[src/rtl/tinyriscv_pkg.sv]
// Shared pipeline-control types: hold flag encodings, bus widths and the pipe_ctrl state enum.
package tinyriscv_pkg;
  localparam int InstAddrW = 32;
  localparam int RegAddrW  = 5;
  localparam int HoldW     = 2;

  typedef logic [InstAddrW-1:0] inst_addr_t;
  typedef logic [RegAddrW-1:0]  reg_addr_t;
  typedef logic [HoldW-1:0]     hold_flag_t;   // Hold_Flag_Bus

  localparam hold_flag_t Pipe_Flow  = 2'd0;
  localparam hold_flag_t Pipe_Hold  = 2'd1;
  localparam hold_flag_t Pipe_Clear = 2'd2;

  typedef enum logic [1:0] {
    IDLE     = 2'd0,
    FLUSH    = 2'd1,
    MDU_WAIT = 2'd2
  } pipe_state_e;
endpackage

[src/rtl/pipe_ctrl_if.sv]
// Pipeline control bus; perf counter signals exist only with PIPE_CTRL_PERF_EN.
interface pipe_ctrl_if;
  import tinyriscv_pkg::*;
  logic       jump_req_i;
  inst_addr_t jump_addr_i;
  logic       int_req_i;
  inst_addr_t int_addr_i;
  logic       ex_load_i;
  reg_addr_t  ex_rd_i;
  logic       id_rs1_re_i;
  reg_addr_t  id_rs1_i;
  logic       id_rs2_re_i;
  reg_addr_t  id_rs2_i;
  logic       mdu_start_i;
  logic       mdu_done_i;
  hold_flag_t hold_pc_o;
  hold_flag_t hold_if_o;
  hold_flag_t hold_id_o;
  logic       jump_flag_o;
  inst_addr_t jump_addr_o;
  logic       int_ack_o;
`ifdef PIPE_CTRL_PERF_EN
  logic [31:0] stall_cnt_o;
  logic [31:0] flush_cnt_o;
`endif

  modport slave (
    input  jump_req_i, jump_addr_i, int_req_i, int_addr_i, ex_load_i, ex_rd_i,
           id_rs1_re_i, id_rs1_i, id_rs2_re_i, id_rs2_i, mdu_start_i, mdu_done_i,
    output hold_pc_o, hold_if_o, hold_id_o, jump_flag_o, jump_addr_o, int_ack_o
`ifdef PIPE_CTRL_PERF_EN
    , output stall_cnt_o, flush_cnt_o
`endif
  );

  modport master (
    output jump_req_i, jump_addr_i, int_req_i, int_addr_i, ex_load_i, ex_rd_i,
           id_rs1_re_i, id_rs1_i, id_rs2_re_i, id_rs2_i, mdu_start_i, mdu_done_i,
    input  hold_pc_o, hold_if_o, hold_id_o, jump_flag_o, jump_addr_o, int_ack_o
`ifdef PIPE_CTRL_PERF_EN
    , input stall_cnt_o, flush_cnt_o
`endif
  );
endinterface

[src/rtl/pipe_ctrl_hazard_detect.sv]
// Load-use hazard compare between the load in EX and the source registers read in ID.
module hazard_detect
  import tinyriscv_pkg::*;
(
  input  logic      ex_load_i,
  input  reg_addr_t ex_rd_i,
  input  logic      id_rs1_re_i,
  input  reg_addr_t id_rs1_i,
  input  logic      id_rs2_re_i,
  input  reg_addr_t id_rs2_i,
  output logic      load_use_o
);
  // x0 never carries a dependency
  assign load_use_o = ex_load_i && (ex_rd_i != '0) &&
                      ((id_rs1_re_i && (id_rs1_i == ex_rd_i)) ||
                       (id_rs2_re_i && (id_rs2_i == ex_rd_i)));
endmodule

[src/rtl/pipe_ctrl.sv]
// Pipeline hold/flush/redirect controller. Optional perf counters under PIPE_CTRL_PERF_EN.
module pipe_ctrl
  import tinyriscv_pkg::*;
#(
  parameter int unsigned FLUSH_CYCLES = 1
) (
  input  logic        clk_i,
  input  logic        rst_i,
  pipe_ctrl_if.slave  bus
);
  pipe_state_e state_q, state_d;
  logic [2:0]  cnt_q, cnt_d;
  logic        load_use;
  hold_flag_t  hold_pc, hold_if, hold_id;
  logic        jflag, ack;
  inst_addr_t  jaddr;

  hazard_detect u_hazard (
    .ex_load_i   (bus.ex_load_i),
    .ex_rd_i     (bus.ex_rd_i),
    .id_rs1_re_i (bus.id_rs1_re_i),
    .id_rs1_i    (bus.id_rs1_i),
    .id_rs2_re_i (bus.id_rs2_re_i),
    .id_rs2_i    (bus.id_rs2_i),
    .load_use_o  (load_use)
  );

  always_ff @(posedge clk_i or posedge rst_i) begin
    if (rst_i) begin
      state_q <= IDLE;
      cnt_q   <= '0;
    end else begin
      state_q <= state_d;
      cnt_q   <= cnt_d;
    end
  end

  always_comb begin
    state_d = state_q;
    cnt_d   = cnt_q;
    hold_pc = Pipe_Flow;
    hold_if = Pipe_Flow;
    hold_id = Pipe_Flow;
    jflag   = 1'b0;
    jaddr   = '0;
    ack     = 1'b0;
    unique case (state_q)
      IDLE: begin
        if (bus.jump_req_i || bus.int_req_i) begin
          jflag   = 1'b1;
          jaddr   = bus.jump_req_i ? bus.jump_addr_i : bus.int_addr_i;
          ack     = !bus.jump_req_i;
          hold_if = Pipe_Clear;
          hold_id = Pipe_Clear;
          if (FLUSH_CYCLES != 0) begin
            state_d = FLUSH;
            cnt_d   = 3'(FLUSH_CYCLES);
          end
        end else if (bus.mdu_start_i) begin
          hold_pc = Pipe_Hold;
          hold_if = Pipe_Hold;
          hold_id = Pipe_Hold;
          if (!bus.mdu_done_i) state_d = MDU_WAIT;
        end else if (load_use) begin
          hold_pc = Pipe_Hold;
          hold_if = Pipe_Hold;
          hold_id = Pipe_Clear;
        end
      end
      FLUSH: begin
        hold_id = Pipe_Clear;
        // A new jump restarts the flush window; interrupts wait for IDLE
        if (bus.jump_req_i) begin
          jflag   = 1'b1;
          jaddr   = bus.jump_addr_i;
          hold_if = Pipe_Clear;
          cnt_d   = 3'(FLUSH_CYCLES);
        end else if (cnt_q <= 3'd1) begin
          state_d = IDLE;
          cnt_d   = '0;
        end else begin
          cnt_d   = cnt_q - 3'd1;
        end
      end
      MDU_WAIT: begin
        hold_pc = Pipe_Hold;
        hold_if = Pipe_Hold;
        hold_id = Pipe_Hold;
        if (bus.mdu_done_i) state_d = IDLE;
      end
      default: state_d = IDLE;
    endcase
  end

  // Outputs are combinational, so reset must mask input-driven events too
  assign bus.hold_pc_o   = rst_i ? Pipe_Flow : hold_pc;
  assign bus.hold_if_o   = rst_i ? Pipe_Flow : hold_if;
  assign bus.hold_id_o   = rst_i ? Pipe_Flow : hold_id;
  assign bus.jump_flag_o = rst_i ? 1'b0 : jflag;
  assign bus.jump_addr_o = rst_i ? '0 : jaddr;
  assign bus.int_ack_o   = rst_i ? 1'b0 : ack;

`ifdef PIPE_CTRL_PERF_EN
  logic [31:0] stall_cnt_q, flush_cnt_q;

  always_ff @(posedge clk_i or posedge rst_i) begin
    if (rst_i) begin
      stall_cnt_q <= '0;
      flush_cnt_q <= '0;
    end else begin
      if (hold_pc == Pipe_Hold && stall_cnt_q != 32'hFFFF_FFFF)
        stall_cnt_q <= stall_cnt_q + 32'd1;
      if (jflag && flush_cnt_q != 32'hFFFF_FFFF)
        flush_cnt_q <= flush_cnt_q + 32'd1;
    end
  end

  assign bus.stall_cnt_o = stall_cnt_q;
  assign bus.flush_cnt_o = flush_cnt_q;
`endif
endmodule

[src/flat_wrapper.sv]
// flat-port wrapper written by rule: the top's interface ports become plain ports
module pipe_ctrl_flat import tinyriscv_pkg::*;
#(
  parameter int unsigned FLUSH_CYCLES = 1
)
  (clk_i, rst_i, bus_jump_req_i, bus_jump_addr_i, bus_int_req_i, bus_int_addr_i, bus_ex_load_i, bus_ex_rd_i, bus_id_rs1_re_i, bus_id_rs1_i, bus_id_rs2_re_i, bus_id_rs2_i, bus_mdu_start_i, bus_mdu_done_i, bus_hold_pc_o, bus_hold_if_o, bus_hold_id_o, bus_jump_flag_o, bus_jump_addr_o, bus_int_ack_o);
  pipe_ctrl_if bus_i ();
  input  logic clk_i;
  input  logic rst_i;
  input wire logic [$bits(bus_i.jump_req_i)-1:0] bus_jump_req_i;
  input wire logic [$bits(bus_i.jump_addr_i)-1:0] bus_jump_addr_i;
  input wire logic [$bits(bus_i.int_req_i)-1:0] bus_int_req_i;
  input wire logic [$bits(bus_i.int_addr_i)-1:0] bus_int_addr_i;
  input wire logic [$bits(bus_i.ex_load_i)-1:0] bus_ex_load_i;
  input wire logic [$bits(bus_i.ex_rd_i)-1:0] bus_ex_rd_i;
  input wire logic [$bits(bus_i.id_rs1_re_i)-1:0] bus_id_rs1_re_i;
  input wire logic [$bits(bus_i.id_rs1_i)-1:0] bus_id_rs1_i;
  input wire logic [$bits(bus_i.id_rs2_re_i)-1:0] bus_id_rs2_re_i;
  input wire logic [$bits(bus_i.id_rs2_i)-1:0] bus_id_rs2_i;
  input wire logic [$bits(bus_i.mdu_start_i)-1:0] bus_mdu_start_i;
  input wire logic [$bits(bus_i.mdu_done_i)-1:0] bus_mdu_done_i;
  output wire logic [$bits(bus_i.hold_pc_o)-1:0] bus_hold_pc_o;
  output wire logic [$bits(bus_i.hold_if_o)-1:0] bus_hold_if_o;
  output wire logic [$bits(bus_i.hold_id_o)-1:0] bus_hold_id_o;
  output wire logic [$bits(bus_i.jump_flag_o)-1:0] bus_jump_flag_o;
  output wire logic [$bits(bus_i.jump_addr_o)-1:0] bus_jump_addr_o;
  output wire logic [$bits(bus_i.int_ack_o)-1:0] bus_int_ack_o;
  assign bus_i.jump_req_i = bus_jump_req_i;
  assign bus_i.jump_addr_i = bus_jump_addr_i;
  assign bus_i.int_req_i = bus_int_req_i;
  assign bus_i.int_addr_i = bus_int_addr_i;
  assign bus_i.ex_load_i = bus_ex_load_i;
  assign bus_i.ex_rd_i = bus_ex_rd_i;
  assign bus_i.id_rs1_re_i = bus_id_rs1_re_i;
  assign bus_i.id_rs1_i = bus_id_rs1_i;
  assign bus_i.id_rs2_re_i = bus_id_rs2_re_i;
  assign bus_i.id_rs2_i = bus_id_rs2_i;
  assign bus_i.mdu_start_i = bus_mdu_start_i;
  assign bus_i.mdu_done_i = bus_mdu_done_i;
  assign bus_hold_pc_o = bus_i.hold_pc_o;
  assign bus_hold_if_o = bus_i.hold_if_o;
  assign bus_hold_id_o = bus_i.hold_id_o;
  assign bus_jump_flag_o = bus_i.jump_flag_o;
  assign bus_jump_addr_o = bus_i.jump_addr_o;
  assign bus_int_ack_o = bus_i.int_ack_o;
  pipe_ctrl #(.FLUSH_CYCLES(FLUSH_CYCLES)) u_core (.clk_i(clk_i), .rst_i(rst_i), .bus(bus_i));
endmodule
[config.mk]
export PLATFORM = sky130hd
export DESIGN_NAME = pipe_ctrl_flat
export DESIGN_NICKNAME = d
export VERILOG_FILES = /design/src/rtl/tinyriscv_pkg.sv /design/src/rtl/pipe_ctrl_if.sv /design/src/rtl/pipe_ctrl_hazard_detect.sv /design/src/rtl/pipe_ctrl.sv /design/src/flat_wrapper.sv
export SDC_FILE = /design/constraint.sdc
export NUM_CORES = 1
export LEC_CHECK = 0
export ABC_AREA = 1
export CORE_MARGIN = 2
export CORE_UTILIZATION = 26
export DETAILED_ROUTE_END_ITERATION = 8
export HOLD_SLACK_MARGIN = 0.05
export PLACE_DENSITY = 0.88
export SYNTH_ARGS = -nofsm -noshare
export SYNTH_HDL_FRONTEND = slang
export SYNTH_SLANG_ARGS = --single-unit
[constraint.sdc]
create_clock -name clk_i -period 1.4 [get_ports clk_i]
set_clock_uncertainty 0.1 [all_clocks]
set_input_delay 0.35 -clock clk_i [delete_from_list [all_inputs] [get_ports clk_i]]
set_output_delay 0.35 -clock clk_i [all_outputs]
set_load 0.1 [all_outputs]
# ---- Word level (Yosys, flattened, before mapping)
# Index checks and enable logic that the tools add are counted.
dict set report word_totals {
  register_bits 5
  in_bits 88
  output_inout_bits 40
  wordCells 63
}
dict set report op_classes {
  n_addsub 1
  n_lt_le_gt_ge 1
  n_eq_ne 10
  n_mux 37
  n_reduce_logical 12
}
# cell count
set op_table {}
lappend op_table {{32-bit 2-to-1 mux} 4}
lappend op_table {{32-bit case mux with 2 select lines} 1}
lappend op_table {{2-bit 2-to-1 mux} 16}
lappend op_table {{2-bit case mux with 3 select lines} 3}
lappend op_table {{5-bit equality test} 2}
lappend op_table {{3-bit 2-to-1 mux} 3}
lappend op_table {{1-bit 2-to-1 mux} 7}
lappend op_table {{3-bit by 2-bit != test with 1-bit output (second input constant)} 2}
lappend op_table {{3-bit case mux with 2 select lines} 1}
lappend op_table {{5-bit AND reduction} 1}
lappend op_table {{5-bit nonzero test} 1}
lappend op_table {{1-bit logical AND} 4}
lappend op_table {{2-bit by 1-bit != test with 1-bit output (second input constant)} 2}
lappend op_table {{2-bit != test (second input constant)} 2}
lappend op_table {{2-bit case mux with 2 select lines} 1}
lappend op_table {{3-bit by 1-bit <= comparator with 1-bit output (second input constant)} 1}
lappend op_table {{3-bit by 1-bit subtractor with 3-bit output (second input constant)} 1}
lappend op_table {{2-bit by 1-bit equality test with 1-bit output (second input constant)} 1}
lappend op_table {{2-bit equality test (second input constant)} 1}
lappend op_table {{2-bit logical NOT} 1}
lappend op_table {{1-bit logical OR} 2}
lappend op_table {{1-bit case mux with 2 select lines} 1}
lappend op_table {{2-bit AND reduction} 1}
lappend op_table {{2-bit nonzero test} 1}
lappend op_table {{1-bit logical NOT} 1}

# ---- Logic depth before layout (Yosys ltp)
dict set report depth {
  depth_word 9
  depth_mapped 8
  mapped_depth_nobuf 8
}

# ---- Cells and area by module
# From an unflattened synthesis, not the netlist that was laid out.
dict set report unflattened {
  hier_cells 221
  area_unflattened_um2 1117.3
}
# mod n_inst cells_per_inst area_each_um2 seq_area_each_um2
set by_module_without_submodules {}
lappend by_module_without_submodules {pipe_ctrl 1 166 900.9 125.1}
lappend by_module_without_submodules {hazard_detect 1 55 216.5 0.0}

# ---- Worst setup path before layout
# Ideal clock, no wire load.
dict set report synth_path {
  path_type {input to output}
  start {input bus_jump_req_i}
  end {output bus_jump_addr_o[12]}
  arrival_time_ps 2923
  required_time_ps 950
  slack_ps -1973
  path_stages 4
  path_buffers 2
  path_cell_list {buf_4 clkbuf_1 nand2_1 o21ai_0}
}
dict set report synth_via {
  elab_chain_cells 4
  elab_cells_between_ends 6
  cone_classes {mux: 5; reduce/logical: 1}
}
# item line_no
set synth_rtl {}
lappend synth_rtl {{from (decl)} flat_wrapper.sv:10} ;# input wire logic [$bits(bus_i.jump_req_i)-1:0] bus_jump_req_i;
lappend synth_rtl {{32-bit 2-to-1 mux / 1-bit logical OR (equally long branches)} {pipe_ctrl.sv:51, pipe_ctrl.sv:49}}
lappend synth_rtl {{32-bit 2-to-1 mux} pipe_ctrl.sv:49} ;# if (bus.jump_req_i || bus.int_req_i) begin
lappend synth_rtl {{32-bit case mux with 2 select lines (*)} pipe_ctrl.sv:47} ;# unique case (state_q)
lappend synth_rtl {{32-bit 2-to-1 mux (*)} pipe_ctrl.sv:100} ;# assign bus.jump_addr_o = rst_i ? '0 : jaddr;
lappend synth_rtl {{to (decl)} flat_wrapper.sv:26} ;# output wire logic [$bits(bus_i.jump_addr_o)-1:0] bus_jump_addr_o;
# Mark *: on every way between the ends. The rest lies on a longest branch, timed or not.

# ---- Worst setup path in the final report
dict set report layout_path {
  start {register u_core.state_q[0]}
  end {output bus_jump_addr_o[15]}
}
dict set report layout_via {
  elab_chain_cells 3
  elab_cells_between_ends 4
  cone_classes {eq/ne: 1; mux: 2; reduce/logical: 1}
}
# item line_no
set layout_rtl {}
lappend layout_rtl {{from (decl)} pipe_ctrl.sv:11} ;# pipe_state_e state_q, state_d;
lappend layout_rtl {{from (signal assigned)} pipe_ctrl.sv:33} ;# state_q <= state_d;
lappend layout_rtl {{2-bit by 1-bit equality test with 1-bit output / 2-bit logical NOT (equally long branches)} pipe_ctrl.sv:47}
lappend layout_rtl {{32-bit case mux with 2 select lines (*)} pipe_ctrl.sv:47}
lappend layout_rtl {{32-bit 2-to-1 mux (*)} pipe_ctrl.sv:100}
# Marks and branches as above.

==> flow_metrics.tcl <==
set metrics [dict create \
    die_area_mm2 0.00505 \
    final_util_pct 93.3 \
    ys_warn_count 0 \
    grt_pass1_vias 2406 \
    start_util_pct 26.9 \
    peakVddDrop_mv 0.892 \
    row_count 24 \
    power_mw 4.04 \
    status "finished, violations left" \
    pre_cts_slack_ps -1020 \
    core_area_mm2 0.00435 \
    yosys_most_used_dff "dfrtp_1" \
    path_class "reg2out" \
    syn_to_final_growth_pct 247 \
    io_pins 128 \
    overflow 0 \
    power.leakage_nw 1.80 \
    grtUsageTotal_pct 32.0 \
    avgRoutedWirePerCell_um 23.3 \
    cap_violations 0 \
    clk_latency_ps 230 \
    synth.distinct_cells 24 \
    dr.pass1.iters 5 \
    n_antenna_cell 0 \
    h-tree-depth 1 \
    fin_ws_ps -809 \
    fin_crit_sh_pct 158 \
    timing.fmax_ghz 0.453 \
    drt-total-wl_um 10000 \
    fp.dieH_um 71.1 \
    cp_max_fo 8 \
    netlist_area_mm2 0.00117 \
    setup_viol 42 \
    nNetsFinal 469 \
    async_flop_share_pct 100 \
    numCtsBuffers 3 \
    p_clk_share_pct 7.0 \
    pwr-share-seq_pct 5.9 \
    pwr-share-comb_pct 87.1 \
    place_inst 414 \
    synth-edff-count 0 \
    drv_slew 0 \
    clk_pin_slew_ps 40 \
    final_common_cell "clkdlybuf4s50_1" \
    multi_input_area_mm2 0.00159 \
    drt_iter0_markers 134 \
    vias_per_cell 5.40 \
    clockBufferDepth 2 \
    fin_crit_ps 2210 \
    drive_gt1_share_pct 59.8 \
    rsz0062_at_grt "yes" \
    clock_sinks 5 \
    dp_hpwl_um 5460 \
    grt_pass1_wl_um 12500 \
    p_int_mw 1.80 \
    grt_max_degree 33 \
    clockRootBuffer "clkbuf_8" \
    numPortBuffers 126 \
    vias 2322 \
    seq_area_frac_synth_pct 10.7 \
    fin_cells 430 \
    regArea_um2 126 \
    synth_fp_nets 310 \
    whs_ps 355 \
    power_switching_mw 2.23 \
    cp-end-kind "output port" \
    antenna_found_initial 0 \
    required_ps 950 \
    cp_data_arrival_time_ps 1760 \
    cts_tree "done" \
    place.gp.congestion 0.859 \
    netlist_instances 220 \
    startpoint_type "flop" \
    finalHoldViolCount 0 \
    final_antenna_net_count 0 \
    p_sw_share_pct 55.3 \
    powerDensity_mw_per_mm2 994 \
    n_fill_cell 132 \
    failed_checks "negative setup slack" \
    mostFrequentLayoutCells "65 x clkdlybuf4s50_1, 48 x nand2_1, 45 x buf_12" \
    fp.dieW_um 71.1 \
    route.detailed.drc 0 \
    synth_area_per_cell_um2 5.32 \
    hold_class "in2async" \
    yosys_register_bits 5 \
]
routing by layer:
metal / up-vias / share of wire, % / global-route usage, % / wire length [µm]
met5: - / 0 / 0 / 0
met2: 167 / 51 / 59.5 / 5120
li1: 1003 / - / - / -
met3: 47 / 7.4 / 5.13 / 747
met1: 1105 / 36 / 34.1 / 3660
met4: 0 / 5.1 / 17.2 / 511
state kept, by name, indices dropped and copies added, names as in the netlist:
name and flops:
u_core.state_q 2, u_core.cnt_q 3
cells by family after synthesis:
kind of cell	after synthesis	share of synthesized area [%]
xor+xnor	1	0.749
simple gates	123	42.6
buf+inv	40	16.1
compound gates	48	27.4
other cells	1	0.321
fa+ha+maj	2	2.14
flops	5	10.7
repair_timing:
action                     4_1_cts  5_1_grt
hold buffers                     0        0
setup endpoints to repair       44       44
setup buffers                   10        5
pin swaps                       31       28
gates cloned                     2        3
gates resized for setup        105       76
power by group through the flow:
stage	clock network [mW]	registers, mW	logic [mW]
finish	0.283	0.237	3.52
global route	0.301	0.237	3.62
CTS	0.271	0.224	3.17
detailed placement	0	0.227	2.91
global placement	0	0.224	2.83
floorplan	0	0.236	1.71
final timing paths:
path	from	to	slack (ps)	depth (start not counted)
min in group clk_i	bus_mdu_start_i	u_core.state_q[1]$_DFFE_PP0P_	460	3
max in group asynchronous	rst_i	u_core.state_q[1]$_DFFE_PP0P_	720	3
min reg2reg	u_core.cnt_q[1]$_DFFE_PP0P_	u_core.cnt_q[1]$_DFFE_PP0P_	540	3
max reg2reg	u_core.state_q[0]$_DFFE_PP0P_	u_core.cnt_q[0]$_DFFE_PP0P_	-100	8
max	u_core.state_q[0]$_DFFE_PP0P_	bus_jump_addr_o[15]	-810	8
min	rst_i	u_core.state_q[0]$_DFFE_PP0P_	360	3
synthesized netlist by cell type, types with 2 or more instances:
master / n / area share, %
nor2_1: 13 / 4.2
inv_1: 29 / 9.3
buf_4: 4 / 2.6
o21ai_0: 19 / 8.1
nand4_1: 2 / 1.1
clkbuf_1: 3 / 0.96
nand2_1: 98 / 31
ha_1: 2 / 2.1
nand3_1: 6 / 2.6
o21ai_2: 19 / 14
dfrtp_1: 5 / 11
a21oi_1: 6 / 2.6
buf_6: 3 / 2.9
worst max-delay path, stage by stage (launching register included):
cell,delay [ps]
dfrtp_1,410
nor2_4,160
nand2_4,70
nor3_4,140
buf_6,170
buf_12,180
nand2_4,90
o21ai_4,90
buf_12,190
through the flow:
step	instance area, µm²	TNS, ps
after floorplan	1740	-19650
after global placement	3600	-36210
after detailed placement	3600	-38020
after CTS	3830	-29110
after global routing	4060	-29770
final	4060	-28330
layout make-up:
type | instances | share of cell area, %
Timing Repair Buffer | 165 | 51.2
Multi-Input combinational cell | 175 | 39.1
Inverter | 29 | 3.88
Sequential cell | 5 | 3.11
Tap cell | 52 | 1.60
Clock buffer | 4 | 1.11
(Power assumes the default switching activity.)
